**config.mk**
```make
export PLATFORM = sky130hd
export DESIGN_NAME = regs_port_ctrl_flat
export DESIGN_NICKNAME = d
export VERILOG_FILES = /design/src/rtl/regs_pkg.sv /design/src/rtl/regs_port_ctrl_if.sv /design/src/rtl/regs_port_ctrl_rr_arb2.sv /design/src/rtl/regs_port_ctrl.sv /design/src/flat_wrapper.sv
export SDC_FILE = /design/constraint.sdc
export NUM_CORES = 1
export LEC_CHECK = 0
export CORE_AREA = 5 5 89 124
export DETAILED_ROUTE_END_ITERATION = 12
export DIE_AREA = 0 0 94 129
export PLACE_DENSITY = 0.91
export SETUP_SLACK_MARGIN = 0.2
export SLEW_MARGIN = 5
export SYNTH_ARGS = -nofsm -noshare
export SYNTH_HDL_FRONTEND = slang
export SYNTH_SLANG_ARGS = --single-unit
```
**constraint.sdc**
```tcl
create_clock -name clk -period 5.1 [get_ports clk]
set_input_delay 1.02 -clock clk [delete_from_list [all_inputs] [get_ports clk]]
set_output_delay 1.02 -clock clk [all_outputs]
set_load 0.02 [all_outputs]
```
**src/rtl/regs_pkg.sv**
```systemverilog
// Shared constants, dump FSM encoding and small helpers for the register-file
// port controller.
package regs_pkg;

  localparam int NREGS = 16;
  localparam int AW    = 5;
  localparam int DW    = 32;

  // Dump sequencer state encoding.
  localparam logic [2:0] ST_IDLE  = 3'd0;
  localparam logic [2:0] ST_DRAIN = 3'd1;
  localparam logic [2:0] ST_SEL   = 3'd2;
  localparam logic [2:0] ST_CAP   = 3'd3;
  localparam logic [2:0] ST_FIN   = 3'd4;

  typedef enum logic [2:0] {
    S_IDLE  = ST_IDLE,
    S_DRAIN = ST_DRAIN,
    S_SEL   = ST_SEL,
    S_CAP   = ST_CAP,
    S_FIN   = ST_FIN
  } dump_state_e;

  // True when a register number addresses an architectural register.
  function automatic logic wnum_in_range(input logic [AW-1:0] num);
    return (num < AW'(NREGS));
  endfunction

endpackage

```
**src/rtl/regs_port_ctrl_if.sv**
```systemverilog
// Bundle of writeback requests, register-file port and dump stream signals.
// 'master' is the surrounding datapath/register file, 'slave' is the controller.
interface regs_port_ctrl_if;
  import regs_pkg::*;

  logic          wb0_valid;
  logic [AW-1:0] wb0_num;
  logic [DW-1:0] wb0_data;
  logic          wb0_ready;

  logic          wb1_valid;
  logic [AW-1:0] wb1_num;
  logic [DW-1:0] wb1_data;
  logic          wb1_ready;

  logic          rf_we;
  logic [AW-1:0] rf_wnum;
  logic [DW-1:0] rf_wdata;
  logic [AW-1:0] rf_rnum_C;
  logic [DW-1:0] rf_rdata_C;

  logic          dump_start;
  logic          dump_valid;
  logic [AW-1:0] dump_idx;
  logic [DW-1:0] dump_data;
  logic          dump_done;
  logic          busy;
  logic          bad_wnum;

  modport master (
    output wb0_valid, wb0_num, wb0_data,
    input  wb0_ready,
    output wb1_valid, wb1_num, wb1_data,
    input  wb1_ready,
    input  rf_we, rf_wnum, rf_wdata, rf_rnum_C,
    output rf_rdata_C,
    output dump_start,
    input  dump_valid, dump_idx, dump_data, dump_done, busy, bad_wnum
  );

  modport slave (
    input  wb0_valid, wb0_num, wb0_data,
    output wb0_ready,
    input  wb1_valid, wb1_num, wb1_data,
    output wb1_ready,
    output rf_we, rf_wnum, rf_wdata, rf_rnum_C,
    input  rf_rdata_C,
    input  dump_start,
    output dump_valid, dump_idx, dump_data, dump_done, busy, bad_wnum
  );

endinterface

```
**src/rtl/regs_port_ctrl_rr_arb2.sv**
```systemverilog
// Two-input round-robin arbiter. A lone requester always wins; when both
// request, the pointer picks the winner and then flips to the other port.
module rr_arb2 (
  input  logic       clk,
  input  logic       rst,
  input  logic       en,
  input  logic [1:0] req,
  output logic [1:0] grant
);

  logic ptr_q;
  logic ptr_d;

  // Grant selection and pointer advance (only on a contested grant).
  always_comb begin
    grant = 2'b00;
    ptr_d = ptr_q;
    if (en) begin
      case (req)
        2'b01: grant = 2'b01;
        2'b10: grant = 2'b10;
        2'b11: begin
          if (ptr_q) begin
            grant = 2'b10;
          end else begin
            grant = 2'b01;
          end
          ptr_d = ~ptr_q;
        end
        default: grant = 2'b00;
      endcase
    end else begin
      grant = 2'b00;
    end
  end

  // Round-robin pointer register; port 0 is preferred after reset.
  always_ff @(posedge clk or negedge rst) begin
    if (!rst) begin
      ptr_q <= 1'b0;
    end else begin
      ptr_q <= ptr_d;
    end
  end

endmodule

```
**src/rtl/regs_port_ctrl.sv**
```systemverilog
// Register-file port controller: arbitrates the single write port between the
// ALU and load writeback paths, and sequences a debug dump over read port C
// while holding off writes so the dump is a consistent snapshot.
module regs_port_ctrl
  import regs_pkg::*;
(
  input  logic             clk,
  input  logic             rst,
  regs_port_ctrl_if.slave  bus
);

  localparam logic [AW-1:0] LAST_IDX = AW'(NREGS - 1);
  localparam logic [AW-1:0] IDX_ONE  = AW'(1);

  dump_state_e   state_q, state_d;
  logic [AW-1:0] idx_q, idx_d;
  logic          rf_we_q, rf_we_d;
  logic [AW-1:0] rf_wnum_q, rf_wnum_d;
  logic [DW-1:0] rf_wdata_q, rf_wdata_d;
  logic [AW-1:0] rf_rnum_c_q, rf_rnum_c_d;
  logic          dump_valid_q, dump_valid_d;
  logic [AW-1:0] dump_idx_q, dump_idx_d;
  logic [DW-1:0] dump_data_q, dump_data_d;
  logic          dump_done_q, dump_done_d;
  logic          busy_q, busy_d;
  logic          bad_wnum_q, bad_wnum_d;

  logic          arb_en;
  logic [1:0]    req;
  logic [1:0]    grant;
  logic          granted;
  logic [AW-1:0] sel_num;
  logic [DW-1:0] sel_data;

  // Grants only while idle and not in the cycle a dump is being started.
  assign arb_en = (state_q == S_IDLE) && !bus.dump_start;
  assign req    = {bus.wb1_valid, bus.wb0_valid};

  rr_arb2 u_arb (
    .clk   (clk),
    .rst   (rst),
    .en    (arb_en),
    .req   (req),
    .grant (grant)
  );

  assign bus.wb0_ready = grant[0];
  assign bus.wb1_ready = grant[1];

  // Route the granted requester's register number and data.
  always_comb begin
    granted  = |grant;
    sel_num  = bus.wb0_num;
    sel_data = bus.wb0_data;
    if (grant[1]) begin
      sel_num  = bus.wb1_num;
      sel_data = bus.wb1_data;
    end else begin
      sel_num  = bus.wb0_num;
      sel_data = bus.wb0_data;
    end
  end

  // Write issue: r0 writes are swallowed, out-of-range numbers raise a sticky flag.
  always_comb begin
    rf_we_d    = 1'b0;
    rf_wnum_d  = rf_wnum_q;
    rf_wdata_d = rf_wdata_q;
    bad_wnum_d = bad_wnum_q;
    if (granted) begin
      if (!wnum_in_range(sel_num)) begin
        bad_wnum_d = 1'b1;
      end else if (sel_num != {AW{1'b0}}) begin
        rf_we_d    = 1'b1;
        rf_wnum_d  = sel_num;
        rf_wdata_d = sel_data;
      end else begin
        rf_we_d = 1'b0;
      end
    end else begin
      rf_we_d = 1'b0;
    end
  end

  // Dump sequencer: drain pending write, then select/capture each register.
  always_comb begin
    state_d      = state_q;
    idx_d        = idx_q;
    rf_rnum_c_d  = rf_rnum_c_q;
    dump_valid_d = 1'b0;
    dump_done_d  = 1'b0;
    dump_idx_d   = dump_idx_q;
    dump_data_d  = dump_data_q;
    busy_d       = busy_q;
    case (state_q)
      S_IDLE: begin
        if (bus.dump_start) begin
          busy_d  = 1'b1;
          idx_d   = {AW{1'b0}};
          state_d = S_DRAIN;
        end else begin
          state_d = S_IDLE;
        end
      end
      S_DRAIN: begin
        rf_rnum_c_d = idx_q;
        state_d     = S_SEL;
      end
      S_SEL: begin
        state_d = S_CAP;
      end
      S_CAP: begin
        dump_data_d  = bus.rf_rdata_C;
        dump_idx_d   = idx_q;
        dump_valid_d = 1'b1;
        if (idx_q == LAST_IDX) begin
          state_d = S_FIN;
        end else begin
          idx_d       = idx_q + IDX_ONE;
          rf_rnum_c_d = idx_q + IDX_ONE;
          state_d     = S_SEL;
        end
      end
      S_FIN: begin
        dump_done_d = 1'b1;
        busy_d      = 1'b0;
        state_d     = S_IDLE;
      end
      default: begin
        busy_d  = 1'b0;
        state_d = S_IDLE;
      end
    endcase
  end

  // State and registered outputs; reset abandons any dump in flight.
  always_ff @(posedge clk or negedge rst) begin
    if (!rst) begin
      state_q      <= S_IDLE;
      idx_q        <= {AW{1'b0}};
      rf_we_q      <= 1'b0;
      rf_wnum_q    <= {AW{1'b0}};
      rf_wdata_q   <= {DW{1'b0}};
      rf_rnum_c_q  <= {AW{1'b0}};
      dump_valid_q <= 1'b0;
      dump_idx_q   <= {AW{1'b0}};
      dump_data_q  <= {DW{1'b0}};
      dump_done_q  <= 1'b0;
      busy_q       <= 1'b0;
      bad_wnum_q   <= 1'b0;
    end else begin
      state_q      <= state_d;
      idx_q        <= idx_d;
      rf_we_q      <= rf_we_d;
      rf_wnum_q    <= rf_wnum_d;
      rf_wdata_q   <= rf_wdata_d;
      rf_rnum_c_q  <= rf_rnum_c_d;
      dump_valid_q <= dump_valid_d;
      dump_idx_q   <= dump_idx_d;
      dump_data_q  <= dump_data_d;
      dump_done_q  <= dump_done_d;
      busy_q       <= busy_d;
      bad_wnum_q   <= bad_wnum_d;
    end
  end

  assign bus.rf_we      = rf_we_q;
  assign bus.rf_wnum    = rf_wnum_q;
  assign bus.rf_wdata   = rf_wdata_q;
  assign bus.rf_rnum_C  = rf_rnum_c_q;
  assign bus.dump_valid = dump_valid_q;
  assign bus.dump_idx   = dump_idx_q;
  assign bus.dump_data  = dump_data_q;
  assign bus.dump_done  = dump_done_q;
  assign bus.busy       = busy_q;
  assign bus.bad_wnum   = bad_wnum_q;

endmodule

```
**src/flat_wrapper.sv**
```systemverilog
// flat-port wrapper written by rule: the top's interface ports become plain ports
module regs_port_ctrl_flat import regs_pkg::*;
  (clk, rst, bus_wb0_valid, bus_wb0_num, bus_wb0_data, bus_wb0_ready, bus_wb1_valid, bus_wb1_num, bus_wb1_data, bus_wb1_ready, bus_rf_we, bus_rf_wnum, bus_rf_wdata, bus_rf_rnum_C, bus_rf_rdata_C, bus_dump_start, bus_dump_valid, bus_dump_idx, bus_dump_data, bus_dump_done, bus_busy, bus_bad_wnum);
  regs_port_ctrl_if bus_i ();
  input  logic clk;
  input  logic rst;
  input wire logic [$bits(bus_i.wb0_valid)-1:0] bus_wb0_valid;
  input wire logic [$bits(bus_i.wb0_num)-1:0] bus_wb0_num;
  input wire logic [$bits(bus_i.wb0_data)-1:0] bus_wb0_data;
  output wire logic [$bits(bus_i.wb0_ready)-1:0] bus_wb0_ready;
  input wire logic [$bits(bus_i.wb1_valid)-1:0] bus_wb1_valid;
  input wire logic [$bits(bus_i.wb1_num)-1:0] bus_wb1_num;
  input wire logic [$bits(bus_i.wb1_data)-1:0] bus_wb1_data;
  output wire logic [$bits(bus_i.wb1_ready)-1:0] bus_wb1_ready;
  output wire logic [$bits(bus_i.rf_we)-1:0] bus_rf_we;
  output wire logic [$bits(bus_i.rf_wnum)-1:0] bus_rf_wnum;
  output wire logic [$bits(bus_i.rf_wdata)-1:0] bus_rf_wdata;
  output wire logic [$bits(bus_i.rf_rnum_C)-1:0] bus_rf_rnum_C;
  input wire logic [$bits(bus_i.rf_rdata_C)-1:0] bus_rf_rdata_C;
  input wire logic [$bits(bus_i.dump_start)-1:0] bus_dump_start;
  output wire logic [$bits(bus_i.dump_valid)-1:0] bus_dump_valid;
  output wire logic [$bits(bus_i.dump_idx)-1:0] bus_dump_idx;
  output wire logic [$bits(bus_i.dump_data)-1:0] bus_dump_data;
  output wire logic [$bits(bus_i.dump_done)-1:0] bus_dump_done;
  output wire logic [$bits(bus_i.busy)-1:0] bus_busy;
  output wire logic [$bits(bus_i.bad_wnum)-1:0] bus_bad_wnum;
  assign bus_i.wb0_valid = bus_wb0_valid;
  assign bus_i.wb0_num = bus_wb0_num;
  assign bus_i.wb0_data = bus_wb0_data;
  assign bus_wb0_ready = bus_i.wb0_ready;
  assign bus_i.wb1_valid = bus_wb1_valid;
  assign bus_i.wb1_num = bus_wb1_num;
  assign bus_i.wb1_data = bus_wb1_data;
  assign bus_wb1_ready = bus_i.wb1_ready;
  assign bus_rf_we = bus_i.rf_we;
  assign bus_rf_wnum = bus_i.rf_wnum;
  assign bus_rf_wdata = bus_i.rf_wdata;
  assign bus_rf_rnum_C = bus_i.rf_rnum_C;
  assign bus_i.rf_rdata_C = bus_rf_rdata_C;
  assign bus_i.dump_start = bus_dump_start;
  assign bus_dump_valid = bus_i.dump_valid;
  assign bus_dump_idx = bus_i.dump_idx;
  assign bus_dump_data = bus_i.dump_data;
  assign bus_dump_done = bus_i.dump_done;
  assign bus_busy = bus_i.busy;
  assign bus_bad_wnum = bus_i.bad_wnum;
  regs_port_ctrl u_core (.clk(clk), .rst(rst), .bus(bus_i));
endmodule
```
# Word level (Yosys, flattened, before mapping)
# Cells that the tools add are included.
[op_classes]
n_addsub = 1
n_lt_le_gt_ge = 1
eq_ne = 10
muxes = 19
n_bitwise = 3
reduce_logical = 14
[op_table]
columns = ["operator", "n"]
rows = [
  ["$mux 32", 1],
  ["$pmux 5 s2", 2],
  ["$mux 5", 3],
  ["$pmux 3 s4", 1],
  ["$reduce_and 2->1", 4],
  ["$mux 1", 7],
  ["$eq 3x2->1 const B", 2],
  ["$pmux 2 s3", 1],
  ["$reduce_and 3->1", 2],
  ["$add 5x1->5 const B", 1],
  ["$eq 5x4->1 const B", 1],
  ["$lt 5x5->1 const B", 1],
  ["$reduce_bool 5->1", 1],
  ["$eq 2x2->1 const B", 2],
  ["$mux 2", 2],
  ["$ne 2x2->1 const B", 2],
  ["$reduce_bool 2->1", 2],
  ["$eq 3x1->1 const B", 1],
  ["$eq 3x3->1 const B", 1],
  ["$logic_not 3->1", 1],
  ["$mux 3", 1],
  ["$not 1->1", 3],
  ["$reduce_or 3->1", 1],
  ["$eq 2x1->1 const B", 1],
  ["4 further kinds", 4],
]
[totals]
register_bits = 93
inputBits = 111
out_inout_bits = 86
word_cells = 61

# Depth between registers and ports, before layout
[depth]
ltp_word = 8
mapped_depth = 7
mapped_depth_nobuf = 7

# Hierarchy
# From an unflattened synthesis, not the netlist that was laid out.
[unflattened]
hier_cells = 406
hier_area_um2 = 4085.2
[by_module_without_submodules]
columns = ["module", "instances", "cells_each", "area_each_um2", "seq_area_each_um2"]
rows = [
  ["regs_port_ctrl", 1, 398, 4025.1, 2302.2],
  ["rr_arb2", 1, 8, 60.1, 25.0],
]

# Worst setup path after synthesis
# OpenSTA, ideal clock, no wires.
[synth_path]
path_type = "in2out"
start = "input bus_dump_start"
end = "output bus_wb1_ready"
t_arrival_ps = 1820
required_time_ps = 4080
slack_ps = 2260
cell_stages = 4
path_buffers = 1
path_cell_list = "nor4_4 -> nand3_4 -> buf_6 -> inv_1"
[synth_via]
elab_chain_len = 3
[synth_lines]
columns = ["item", "line_no", "rtl"]
rows = [
  ["start: declaration", "flat_wrapper.sv:20", "input wire logic [$bits(bus_i.dump_start)-1:0] bus_dump_start;"],
  ["$logic_not 1->1", "regs_port_ctrl.sv:36", "assign arb_en = (state_q == S_IDLE) && !bus.dump_start;"],
  ["$logic_and 1x1->1", "regs_port_ctrl.sv:36", ""],
  ["$mux 2", "regs_port_ctrl_rr_arb2.sv:18", "if (en) begin"],
  ["end: declaration", "flat_wrapper.sv:14", "output wire logic [$bits(bus_i.wb1_ready)-1:0] bus_wb1_ready;"],
]
# No other way between the ends.

# Final worst setup path
[layout_path]
start = "input bus_dump_start"
end = "output bus_wb0_ready"
[layout_via]
elab_chain_len = 3
[layout_lines]
columns = ["item", "line_no", "rtl"]
rows = [
  ["$logic_not 1->1", "regs_port_ctrl.sv:36", ""],
  ["$logic_and 1x1->1", "regs_port_ctrl.sv:36", ""],
  ["$mux 2", "regs_port_ctrl_rr_arb2.sv:18", ""],
  ["end: declaration", "flat_wrapper.sv:10", "output wire logic [$bits(bus_i.wb0_ready)-1:0] bus_wb0_ready;"],
]
# No other way between the ends.

==> flow_metrics.py <==
metrics = {
    "run_status": {
        "status": "complete, no violations",
    },
    "cells_and_area": {
        "antenna_cells": 0,
        "layout_commonest_cell": "clkdlybuf4s50_1",
        "final_area_mm2": 0.006660,
        "final_cell_mix": "195 x clkdlybuf4s50_1, 120 x nand2_1, 93 x dfrtp_1",
        "nets": 677,
        "drive_above_1_share_pct": 16.02,
        "syn_to_final_growth_pct": 54.74,
    },
    "sta": {
        "worst_pin_slew_ps": 1088,
        "rsz0062_at_grt": "false",
        "setup-violations-final": 0,
        "relSlewSlack_pct": 27.46,
        "hold_viol_final": 0,
        "clock.fmax_mhz": 267.9,
        "fin_setup_tns_ps": 0,
        "fin_skew_ps": 8.874,
        "drv_slew": 0,
        "period_needed_ps": 3733,
        "fin_crit_sh_pct": 73.20,
    },
    "floorplan": {
        "dieHeight_um": 129,
        "dieArea_mm2": 0.01213,
        "pin_count": 197,
        "dieWidth_um": 94,
        "core-area_mm2": 0.009792,
        "start_util_pct": 43.96,
        "rows": 43,
    },
    "route": {
        "drt_wl_total_um": 11720,
        "routedWlPerCell_um": 16.67,
        "antenna_left": 0,
        "drt_iter0_drc": 99,
        "viasPerCell": 4.788,
        "dr.pass1.iters": 4,
        "drcViolationCount": 0,
        "vias": 3366,
    },
    "critical_path": {
        "cp-end-kind": "output pin",
        "worst-endpoint-arrival_ps": 2710,
        "cp.required_ps": 4080,
        "worstSetupPathType": "in2out",
        "cp_max_fo": 5,
        "start_kind": "input port",
    },
    "yosys": {
        "syn-num-nets": 484,
        "ys_types": 36,
        "synth-edff-count": 0,
        "seq_area_frac_synth_pct": 54.07,
        "ys_async_sr_fraction_pct": 100.0,
        "syn-instance-count": 370,
        "syn_avg_cell_area_um2": 11.63,
        "yosysWarnings": 0,
        "ys_ff_latch": 93,
        "ys.flop_type": "dfrtp_1",
        "netlist_area_mm2": 0.004304,
    },
    "global_route": {
        "track_usage_pct": 18.94,
        "grt_pass1_wl_um": 18040,
        "grt-ovfl-total": 0,
        "grt_start_max_net_pins": 50,
        "antenna_found_initial": 0,
        "grt_pass1_vias": 3647,
    },
    "placed_design": {
        "port_buffers": 196,
        "placed_area_mm2": 0.006349,
        "hpwl_um": 8860,
        "globalplace.congestion": 0.7336,
    },
    "clock_network": {
        "cts_buffers": 9,
        "clock_tree.buffer_depth": 2,
        "cts_resized": 0,
        "clk_latency_ps": 330,
        "post-cts-setup-buffers": 0,
        "path_clk_slew_ps": 70,
        "clock-sinks": 93,
        "cts_root_buf": "clkbuf_16",
        "cts_tree": "yes",
        "cts_htree_levels": 3,
        "ctsHoldBuffers": 0,
    },
    "power_and_ir_drop": {
        "leakagePower_nw": 3.123,
        "p_per_area_mw_per_mm2": 333.2,
        "ir_drop_mv": 0.2257,
        "power_mw": 2.219,
    },
    "job": {
        "timing.max_cap.violations": 0,
    },
    "hold_path": {
        "hold_path.class": "reg2reg",
    },
}
==> Yosys cell counts, drive strengths merged (2+ instances only) <==
master  instances  area, um2
nor2b           2      12.51
o21ai          11      55.05
ha              3      37.54
mux2i           4      40.04
xnor2           2      17.52
dfrtp          93       2327
a21oi           4      23.77
nor3            2      10.01
clkbuf          6      22.52
nand2         120      450.4
nor2            6      22.52
buf            12      92.59
inv            11      41.29
nand2b          2      12.51
nand3           4      32.53
nand3b          3      22.52
nor4            3      33.78
mux2           65      919.6
o22ai           4      25.02
and2            3      18.77
and3            2      12.51
==> final cells by class <==
type | instances | area (um2)
sequential | 93 | 2327
tap | 135 | 168.9
clock buffer | 12 | 256.5
fill | 746 | 3132
timing repair buffer | 200 | 1989
multi-input combinational | 248 | 1822
clock inverter | 4 | 55.05
inverter | 11 | 41.29
==> sequential cells by signal, summed over array words and instances, names as in the netlist <==
name                   flops
u_core.bus.dump_valid      1
u_core.bus.rf_we           1
u_core.state_q             3
u_core.bus.dump_idx        5
u_core.bus.rf_wnum         5
u_core.bus.dump_data      32
u_core.bus.rf_wdata       32
u_core.bus.dump_done       1
u_core.bus.busy            1
u_core.idx_q               5
u_core.bus.rf_rnum_C       5
u_core.bus.bad_wnum        1
u_core.u_arb.ptr_q         1
==> per-stage QoR <==
step	instances	hold slack, ps	setup slack (ps)	util (%)
global placement	687	456.3	1457	64.84
global route	703	495.8	1264	68.02
CTS	703	477.6	1343	68.02
finish	703	472.9	1367	68.02
detailed placement	687	461.0	1350	64.84
floorplan	370	479.4	2260	-
==> power breakdown <==
part | switching (mW) | internal [mW] | total [mW]
Clock | 0.271 | 0.410 | 0.681
Combinational | 0.300 | 0.327 | 0.627
Sequential | 0.0692 | 0.843 | 0.912
Total | 0.640 | 1.58 | 2.22
==> worst max-delay path: stages <==
cell and delay (ps):
clkdlybuf4s50_1 480, nor4_4 310, inv_1 80, nor2_1 160, clkdlybuf4s50_1 660
==> path summary, 6_finish.rpt <==
check | slack (ps) | cells after the start | end | startpoint
setup / recovery | 1370 | 5 | bus_wb0_ready | bus_dump_start
hold / removal | 470 | 2 | u_core.bus.dump_data[25]$_DFFE_PN0P_ | u_core.bus.dump_data[25]$_DFFE_PN0P_
setup reg to reg | 2550 | 3 | u_core.bus.rf_wdata[20]$_DFFE_PN0P_ | u_core.state_q[0]$_DFF_PN0_
hold reg to reg | 470 | 2 | u_core.bus.dump_data[25]$_DFFE_PN0P_ | u_core.bus.dump_data[25]$_DFFE_PN0P_
max in group asynchronous | 3390 | 2 | u_core.bus.rf_we$_DFF_PN0_ | rst
min in group asynchronous | 680 | 1 | u_core.bus.rf_wdata[14]$_DFFE_PN0P_ | rst
==> routing by layer <==
metal,share of wire (%),global-route usage (%)
met5,0,0
met4,1.3,6.378
met3,8.5,5.439
met2,52,33.96
met1,38,21.41
==> cells by family (layout without fill, tap and decap cells) <==
kind of cell | count (synthesis) | count (layout) | share of synthesized area, %
mux | 69 | 69 | 22.30
flops | 93 | 93 | 54.07
simple gates | 149 | 149 | 15.00
buf+inv | 29 | 227 | 3.634
fa+ha+maj | 3 | 3 | 0.8722
xor+xnor | 3 | 3 | 0.6106
compound gates | 24 | 24 | 3.517
Note: power is estimated with default switching activity, not from simulation.
